$ cat src/rtl/muldiv_pkg.sv
// muldiv_pkg: shared encodings and sizing for the multiply/divide sequencer
package muldiv_pkg;
  localparam int MULDIV_W = 32;
  localparam int CNT_W = $clog2(MULDIV_W);
  typedef enum logic [1:0] {
    OP_MULT  = 2'b00,
    OP_MULTU = 2'b01,
    OP_DIV   = 2'b10,
    OP_DIVU  = 2'b11
  } op_e;
  typedef enum logic [1:0] {S_IDLE, S_CALC, S_FIX, S_DONE} state_e;
endpackage

$ cat src/rtl/muldiv_step.sv
// muldiv_step: one combinational shift-add (multiply) or restoring shift-subtract (divide) iteration
//   div_i  : 1 selects divide, 0 selects multiply
//   acc_i  : upper partial product / partial remainder
//   opr_i  : remaining multiplier bits / dividend bits becoming quotient
//   m_i    : multiplicand / divisor magnitude
//   acc_o, opr_o : register values after this iteration
module muldiv_step #(
  parameter int WIDTH = 32
) (
  input  logic             div_i,
  input  logic [WIDTH-1:0] acc_i,
  input  logic [WIDTH-1:0] opr_i,
  input  logic [WIDTH-1:0] m_i,
  output logic [WIDTH-1:0] acc_o,
  output logic [WIDTH-1:0] opr_o
);
  logic [WIDTH:0] sum, sh, diff;
  logic ge;
  // The partial remainder is always below the divisor, so sh-m fits in WIDTH+1
  // bits and its top bit is the borrow.
  always_comb begin
    sum = {1'b0, acc_i} + (opr_i[0] ? {1'b0, m_i} : '0);
    sh = {acc_i, opr_i[WIDTH-1]};
    diff = sh - {1'b0, m_i};
    ge = ~diff[WIDTH];
    acc_o = div_i ? (ge ? diff[WIDTH-1:0] : sh[WIDTH-1:0]) : sum[WIDTH:1];
    opr_o = div_i ? {opr_i[WIDTH-2:0], ge} : {sum[0], opr_i[WIDTH-1:1]};
  end
endmodule

$ cat src/rtl/muldiv_sequencer.sv
// muldiv_sequencer: multi-cycle MULT/MULTU/DIV/DIVU controller writing {Hi,Lo} and stalling the PC
//   Clk, Rst (sync, active-high)
//   Start, Op, A, B        : request, sampled only in IDLE
//   Busy                   : state != IDLE (registered)
//   Stall                  : (Start & IDLE) | CALC | FIX (combinational)
//   HiLoEn, HiLoWrite      : one-cycle {Hi,Lo} write in DONE
//   DivByZero              : pulses with HiLoEn for a divide by zero
// Optional macro MULDIV_EARLY_OUT_EN: multiplies leave CALC once the remaining
// multiplier bits are all zero.
module muldiv_sequencer
  import muldiv_pkg::*;
#(
  parameter int WIDTH = MULDIV_W
) (
  input  logic               Clk,
  input  logic               Rst,
  input  logic               Start,
  input  logic [1:0]         Op,
  input  logic [WIDTH-1:0]   A,
  input  logic [WIDTH-1:0]   B,
  output logic               Busy,
  output logic               Stall,
  output logic               HiLoEn,
  output logic [2*WIDTH-1:0] HiLoWrite,
  output logic               DivByZero
);
  state_e state_q, state_d;
  logic [WIDTH-1:0] acc_q, acc_d, opr_q, opr_d, m_q, m_d, acc_n, opr_n;
  logic [CNT_W-1:0] cnt_q, cnt_d;
  logic div_q, div_d, neg_q, neg_d, rneg_q, rneg_d;
  logic busy_q, en_q, en_d, dbz_q, dbz_d;
  logic [2*WIDTH-1:0] hilo_q, hilo_d;
  op_e op_w;
  logic is_div, a_neg, b_neg;
  logic [WIDTH-1:0] abs_a, abs_b;
  assign op_w = op_e'(Op);
  assign is_div = (op_w == OP_DIV) || (op_w == OP_DIVU);
  assign a_neg = ((op_w == OP_MULT) || (op_w == OP_DIV)) & A[WIDTH-1];
  assign b_neg = ((op_w == OP_MULT) || (op_w == OP_DIV)) & B[WIDTH-1];
  assign abs_a = a_neg ? -A : A;
  assign abs_b = b_neg ? -B : B;
  muldiv_step #(.WIDTH(WIDTH)) u_step (
    .div_i(div_q),
    .acc_i(acc_q),
    .opr_i(opr_q),
    .m_i  (m_q),
    .acc_o(acc_n),
    .opr_o(opr_n)
  );
  // Multiply keeps the multiplier in opr and the multiplicand in m; divide keeps
  // the dividend in opr (it becomes the quotient) and the divisor in m.
  always_comb begin
    state_d = state_q;
    acc_d = acc_q;
    opr_d = opr_q;
    m_d = m_q;
    cnt_d = cnt_q;
    div_d = div_q;
    neg_d = neg_q;
    rneg_d = rneg_q;
    hilo_d = hilo_q;
    en_d = 1'b0;
    dbz_d = 1'b0;
    case (state_q)
      S_IDLE: if (Start) begin
        acc_d = '0;
        opr_d = is_div ? abs_a : abs_b;
        m_d = is_div ? abs_b : abs_a;
        cnt_d = CNT_W'(WIDTH - 1);
        div_d = is_div;
        neg_d = a_neg ^ b_neg;
        rneg_d = a_neg;
        state_d = S_CALC;
        if (is_div && B == '0) begin
          state_d = S_DONE;
          hilo_d = {A, {WIDTH{1'b1}}};
          en_d = 1'b1;
          dbz_d = 1'b1;
        end
      end
      S_CALC: begin
        acc_d = acc_n;
        opr_d = opr_n;
        cnt_d = cnt_q - 1'b1;
        state_d = (cnt_q == '0) ? S_FIX : S_CALC;
`ifdef MULDIV_EARLY_OUT_EN
        // The low cnt_q bits of opr_n are the multiplier bits still to be consumed;
        // when they are zero the rest of the work is a plain right shift.
        if (!div_q && (opr_n & ~({WIDTH{1'b1}} << cnt_q)) == '0) begin
          {acc_d, opr_d} = {acc_n, opr_n} >> cnt_q;
          state_d = S_FIX;
        end
`endif
      end
      S_FIX: begin
        state_d = S_DONE;
        en_d = 1'b1;
        hilo_d = div_q ? {rneg_q ? -acc_q : acc_q, neg_q ? -opr_q : opr_q}
                       : (neg_q ? -{acc_q, opr_q} : {acc_q, opr_q});
      end
      default: state_d = S_IDLE;
    endcase
  end
  always_ff @(posedge Clk) begin
    if (Rst) begin
      state_q <= S_IDLE;
      acc_q <= '0;
      opr_q <= '0;
      m_q <= '0;
      cnt_q <= '0;
      div_q <= 1'b0;
      neg_q <= 1'b0;
      rneg_q <= 1'b0;
      busy_q <= 1'b0;
      en_q <= 1'b0;
      dbz_q <= 1'b0;
      hilo_q <= '0;
    end else begin
      state_q <= state_d;
      acc_q <= acc_d;
      opr_q <= opr_d;
      m_q <= m_d;
      cnt_q <= cnt_d;
      div_q <= div_d;
      neg_q <= neg_d;
      rneg_q <= rneg_d;
      busy_q <= state_d != S_IDLE;
      en_q <= en_d;
      dbz_q <= dbz_d;
      hilo_q <= hilo_d;
    end
  end
  assign Stall = (Start && state_q == S_IDLE) || state_q == S_CALC || state_q == S_FIX;
  assign Busy = busy_q;
  assign HiLoEn = en_q;
  assign HiLoWrite = hilo_q;
  assign DivByZero = dbz_q;
endmodule

$ cat config.mk
export PLATFORM = sky130hd
export DESIGN_NAME = muldiv_sequencer
export DESIGN_NICKNAME = d
export VERILOG_FILES = /design/src/rtl/muldiv_pkg.sv /design/src/rtl/muldiv_step.sv /design/src/rtl/muldiv_sequencer.sv
export SDC_FILE = /design/constraint.sdc
export NUM_CORES = 1
export LEC_CHECK = 0
export ABC_CLOCK_PERIOD_IN_PS = 4700
export BUFFER_PORTS_ARGS = -buffer_cell sky130_fd_sc_hd__buf_4
export CAP_MARGIN = 10
export CELL_PAD_IN_SITES_DETAIL_PLACEMENT = 1
export CELL_PAD_IN_SITES_GLOBAL_PLACEMENT = 1
export CORE_UTILIZATION = 25
export DETAILED_ROUTE_END_ITERATION = 7
export GPL_TIMING_DRIVEN = 0
export PLACE_DENSITY = 0.57
export SLEW_MARGIN = 10
export SYNTH_ARGS = -nofsm -noshare
export SYNTH_HDL_FRONTEND = slang
export SYNTH_HIERARCHICAL = 1
export SYNTH_SLANG_ARGS = --single-unit
$ cat constraint.sdc
create_clock -name Clk -period 4.7 [get_ports Clk]
set_clock_uncertainty 0.05 [all_clocks]
set_input_delay 0.705 -clock Clk [delete_from_list [all_inputs] [get_ports Clk]]
set_output_delay 0.705 -clock Clk [all_outputs]
set_load 0.02 [all_outputs]
[After elaboration in Yosys (flattened, before gate mapping)]
Cells that the tools add are included.
Word-level totals
  register bits: 173
  input port bits: 69
  output and inout bits: 68
  word-level logic and storage cells: 76
Operators by class
  add/subtract/negate cells: 8
  eq/ne operators: 6
  muxes and demuxes: 28
  bitwise operators: 5
  reduce and logical (&&, ||, !) cells: 17
Operators with widths (number)
  32-bit two-way mux: 12
  64-bit two-way mux: 4
  32-bit negation: 4
  32-bit one-hot mux with 2 select lines: 2
  64-bit one-hot mux with 2 select lines: 1
  64-bit negation: 1
  32-bit by 33-bit adder with 33-bit output: 1
  33-bit by 32-bit subtractor with 33-bit output: 1
  32-bit logical NOT: 1
  5-bit one-hot mux with 2 select lines: 1
  2-bit equality test, second input constant: 3
  2-bit two-way mux: 3
  2-bit one-hot mux with 3 select lines: 1
  2-bit nonzero test: 3
  5-bit logical NOT: 1
  5-bit two-way mux: 1
  5-bit by 1-bit subtractor with 5-bit output, second input constant: 1
  2-bit logical NOT: 2
  1-bit logical OR: 4
  2-bit inequality test, second input constant: 2
  2-bit AND reduction: 2
  3-bit AND reduction: 1
  1-bit bitwise AND: 2
  2-bit by 1-bit equality test with 1-bit output, second input constant: 1
  other kinds (6): 9

[Logic depth before layout (Yosys ltp)]
  depth in word-level cells: 7
  mapped depth: 14
  gate-level depth less buffers: 13

[Cells and area by module]
Netlist, hierarchy kept.
By module, submodules not included
  muldiv_sequencer: times used 1, cells each 1284, area each 10373.7 um^2, seq. area each 3463.3 um^2
  muldiv_step: times used 1, cells each 682, area each 4703.3 um^2, seq. area each 0.0 um^2

[Least setup slack after synthesis]
OpenSTA, ideal clock, no wires.
  kind: flip-flop to flip-flop
  from: register opr_q[0]
  to: register acc_q[31]
  arrival time: 3.198 ns
  required time: 4.533 ns
  setup slack: 1.335 ns
  cell stages (with the launch flop): 15
  path buffers: 1
  clock period less this slack: 3.365 ns
  cell sequence: dfxtp_1 > clkbuf_1 > and2_1 > ha_1 > fa_1 > a211oi_1 > nor2_1 > o21ai_0 > a211oi_1 > or3_1 > a31oi_1 > nand2b_1 > a21oi_1 > a21boi_0 > a22o_1
Between the ends
  longest elaborated chain between the ends: 4
Ends and longest elaborated chain
  start, declared: RTL line muldiv_sequencer.sv:28  | logic [WIDTH-1:0] acc_q, acc_d, opr_q, opr_d, m_q, m_d, acc_n, opr_n;
  start signal, assigned: RTL line muldiv_sequencer.sv:121  | opr_q <= opr_d;
  32-bit two-way mux: RTL line muldiv_step.sv:22  | sum = {1'b0, acc_i} + (opr_i[0] ? {1'b0, m_i} : '0);
  32-bit by 33-bit adder with 33-bit output: RTL line muldiv_step.sv:22
  32-bit two-way mux: RTL line muldiv_step.sv:26  | acc_o = div_i ? (ge ? diff[WIDTH-1:0] : sh[WIDTH-1:0]) : sum[WIDTH:1];
  net acc_n[31]: RTL line muldiv_sequencer.sv:28
  32-bit one-hot mux with 2 select lines: RTL line muldiv_sequencer.sv:64  | case (state_q)
  end signal, assigned: RTL line muldiv_sequencer.sv:107  | acc_q <= '0;
  end signal, assigned: RTL line muldiv_sequencer.sv:120  | acc_q <= acc_d;
  end, declared: RTL line muldiv_sequencer.sv:28
The timed path passes the listed nets, and every way through them passes these cells.
A chain may end at the register's enable or synchronous reset.

[Worst setup path after layout]
  from: register opr_q[31]
  to: register acc_q[9]
Between the ends
  longest elaborated chain between the ends: 4
Ends and longest elaborated chain
  33-bit by 32-bit subtractor with 33-bit output: RTL line muldiv_step.sv:24  | diff = sh - {1'b0, m_i};
  32-bit two-way mux (2 in a row): RTL line muldiv_step.sv:26
  net acc_n[9]: RTL line muldiv_sequencer.sv:28
  32-bit one-hot mux with 2 select lines: RTL line muldiv_sequencer.sv:64
The timed path passes the listed nets, and every way through them passes these cells.

==> results.txt <==
----------------------------------------------------
[Finish]
  # fillers ... 7243
  Area growth, synth to finish ... 17.1%
  Antenna diode count ... 0
  Share of post-route cells with drive strength above 1 ... 0.131
  Layout net count ... 2261
  Area occupied by registers ... 3460 um2
  Area taken by multi-input logic gates ... 10900 um2
  Fin area ... 17700 um2

[Global route]
  GRT Resource Usage Total ... 0.252
  Number of global-route vias before repair ... 16421
  Aggregate global routing overflow ... 0
  Largest net degree at the start of global routing ... 18
  Number of antenna violations at the first check in global routing ... 2
  First-pass GRT wire length ... 113 mm

[Synth]
  Synth top cells by count ... nand2_1, dfxtp_1, a21oi_1, nor2_1, clkbuf_1
  Synthesized cell area ... 15100 um2
  Post-synthesis sequential element count ... 173
  Synth warnings ... 6
  Area fraction of the dominant cell type after synthesis ... 0.230
  Synthesized area per cell ... 7.67 um2
  Number of enable-type register cells in the synthesized netlist ... 0
  Count of mapped cells out of synthesis ... 1966
  Asr flop ratio synth ... 0
  Most used flip-flop cell after synthesis ... dfxtp_1
  Post-synthesis net count ... 2107
  Seq/Total Area, Yosys ... 0.230
  Main area contributors after synthesis ... dfxtp_1, ha_1, a21oi_1
  Count leader, synth ... nand2_1
  Number of distinct standard cells referenced by the synthesized netlist ... 91
  Yosys top cell by area ... dfxtp_1

[Clock tree]
  Inserted Clock Buffers ... 17
  TritonCTS clock tree ... built
  Count of clock tree sinks ... 173
  Later-pin clock latency in the skew report ... 0.49 ns
  Library cell used as clock root buffer ... clkbuf_16
  Total setup buffers inserted after CTS ... 0
  Buffer levels on the longest clock path ... 2
  H-Tree Depth ... 4
  Clock Pin Slew Worst Setup and Hold Paths ... 0.08 ns

[Worst setup path]
  Critical Path Source ... opr_q[31]$_SDFFE_PP0P_
  Flop2flop setup slack ... 0.22 ns
  Worst reg2reg endpoint ... acc_q[9]$_SDFFE_PP0P_
  Startpoint type of the worst setup path ... flop
  Worst reg2reg path depth ... 13
  Capturing element type of the critical path ... flop
  Required time at the worst-slack endpoint ... 5.03 ns
  Worst Path Arrival ... 4.82 ns
  Worst reg2reg path startpoint ... opr_q[31]$_SDFFE_PP0P_
  Worst setup path endpoint ... acc_q[9]$_SDFFE_PP0P_
  Type of the setup path with the least slack ... flop to flop
  Maximum fanout encountered on the critical timing path ... 10

[Placement]
  Gpl congestion ... 0.956
  Post-place setup slack ... -0.293 ns
  Final HPWL from detailed placement ... 64.1 mm
  PortBufs ... 135
  Area after DPL ... 17100 um2

[Timing]
  Highest clock rate ... 223 MHz
  Worst path setup slack after routing ... 0.217 ns
  RSZ-0062 raised after global routing ... false
  Final setup violation count ... 0
  Total count of hold-check failures in the final report ... 0
  Number of pins exceeding their max-slew limit in the final report ... 0
  Worst slew margin relative to its limit ... 0.214
  Transition time at the pin with the least slew margin ... 1.17 ns
  Portion of the clock cycle consumed by the worst path in the final layout ... 0.954
  Final period demand of the worst path ... 4.48 ns

[Routing]
  DRC ... 24
  Highest routed metal layer ... met5
  Number of vias per cell after detailed routing ... 5.78
  Met3 layer wire length in the routed design ... 5.63 mm
  WL met1 ... 36.6 mm
  Post-route ant nets ... 0
  Drt first-iter violations ... 1516
  First-pass iteration count of the detailed router ... 8
  Routed length per placed instance ... 27.0 um
  Number of vias in the routed layout ... 16788
  Met2 layer wire length in the routed design ... 34.3 mm
  Wirelength, routed ... 78.5 mm

[Floorplanning]
  Floorplan die height ... 248 um
  Die boundary width ... 248 um
  Number of rows created at floorplan ... 89
  Area of the die ... 61300 um2
  Initial standard-cell utilization of the core ... 0.254
  Core ar. ... 59400 um2
  Number of top-level pins ... 137

[Run status]
  Result of the run ... finished with violations
  Failing checks ... design-rule violations

[Hold path]
  Hold crit path type ... flop to flop
  Min-delay src ... cnt_q[4]$_SDFFE_PP0P_

[Pwr]
  Peak supply drop ... 0.241 mV
  Static power due to leakage ... 6.84 nW
  Total power divided by cell area ... 305 nW/um2

[Job]
  # Max-Cap Violations ... 0

----------------------------------------------------
-- cells in the final DEF, fill, tap and decap left out, drive strengths merged, types with 10 or more instances in the layout --
cell type and instances:
nand2 176, dfxtp 173, a21oi 159, nor2 156
buf 153, clkbuf 123, o21ai 93, xnor2 90
inv 74, ha 70, xor2 65, nor3 57
a31oi 50, mux2 48, and2 46, mux2i 43
nand3 43, a22o 34, a211oi 34, and3 30
o22ai 29, nor4 28, o31ai 21, a22oi 21
a21o 20, o211ai 19, nand4 19, nand2b 18
or3 17, nor2b 16, o41ai 14, or4 14
o21a 12, a221oi 12, o221ai 11, o221a 10
-- repair_timing --
item / in CTS / in global routing
endpoints found under the setup margin: 3 / 2
hold endpoints to repair: 0 / 0
pin swaps: 0 / 0
resized for setup: 2 / 3
hold buffers: 0 / 0
cloned: 0 / 0
-- area by class of cell --
class,instances,share of cell area
inverters,67,0.0142
plain buffers,123,0.0285
clock buffers,18,0.0249
repair buffers,135,0.0574
clock inverters,14,0.00857
multi-input cells,1603,0.615
flip-flops and latches,173,0.196
well taps,773,0.0548
-- flip-flops by register name, summed over array words and instances (netlist names), 2 cells and up --
register and cells:
cnt_q 5, acc_q 32, state_q 2, opr_q 32, HiLoWrite 64, m_q 32
-- per-layer routing --
metal,up-vias,track usage
met3,90,0.0476
met5,-,0
met2,614,0.388
met4,2,0.0713
li1,7635,-
met1,8447,0.354
-- worst min-delay path by stage --
| stage | to | slack (ns) | cells after the start |
|---|---|---|---|
| floorplan | m_q[15]$_SDFFE_PP0P_ | 0.38 | 2 |
| CTS | cnt_q[4]$_SDFFE_PP0P_ | 0.44 | 1 |
| finish | cnt_q[4]$_SDFFE_PP0P_ | 0.44 | 1 |
| global placement | cnt_q[4]$_SDFFE_PP0P_ | 0.41 | 1 |
| detailed placement | cnt_q[4]$_SDFFE_PP0P_ | 0.43 | 1 |
| global route | m_q[2]$_SDFFE_PP0P_ | 0.47 | 2 |
-- worst max-delay path, cell delays in order, from the launching register on --
cell      delay (ns)
dfxtp_1         0.52
inv_1           0.19
ha_1            0.28
fa_1            0.40
nand2b_1        0.20
a21oi_1         0.21
o21a_1          0.22
o31ai_1         0.19
a21oi_2         0.41
o21ai_2         0.18
xnor2_4         0.46
clkbuf_1        0.56
o221ai_1        0.24
a22o_1          0.25
-- per-stage QoR --
step	std cells	TNS, ns	total power [mW]	util	hold WS (ns)
after floorplan	1966	0	3.00	-	0.377
after global placement	2874	-0.393	3.80	0.287	0.407
after detailed placement	2874	-0.423	3.83	0.287	0.427
after CTS	2906	0	5.35	0.297	0.436
after global routing	2906	0	5.61	0.298	0.466
final	2906	0	5.38	0.298	0.440
-- cells by family (layout without fill, tap and decap cells) --
group | count (synthesis) | in the layout | synth area share
AOI/OAI and AO/OA | 620 | 620 | 0.280
xor gates and xnor gates | 155 | 155 | 0.0913
adders and majority gates | 72 | 72 | 0.0607
buffers and inverters | 190 | 357 | 0.0499
DFF | 173 | 173 | 0.230
muxes | 91 | 91 | 0.0644
and+or+nand+nor | 665 | 665 | 0.224
-- power breakdown --
| part | total, mW | switching, mW | internal [mW] |
|---|---|---|---|
| Clock | 1.53 | 0.761 | 0.767 |
| Combinational | 2.05 | 1.33 | 0.718 |
| Sequential | 1.80 | 0.223 | 1.57 |
Power figures use the tool's default switching activity.
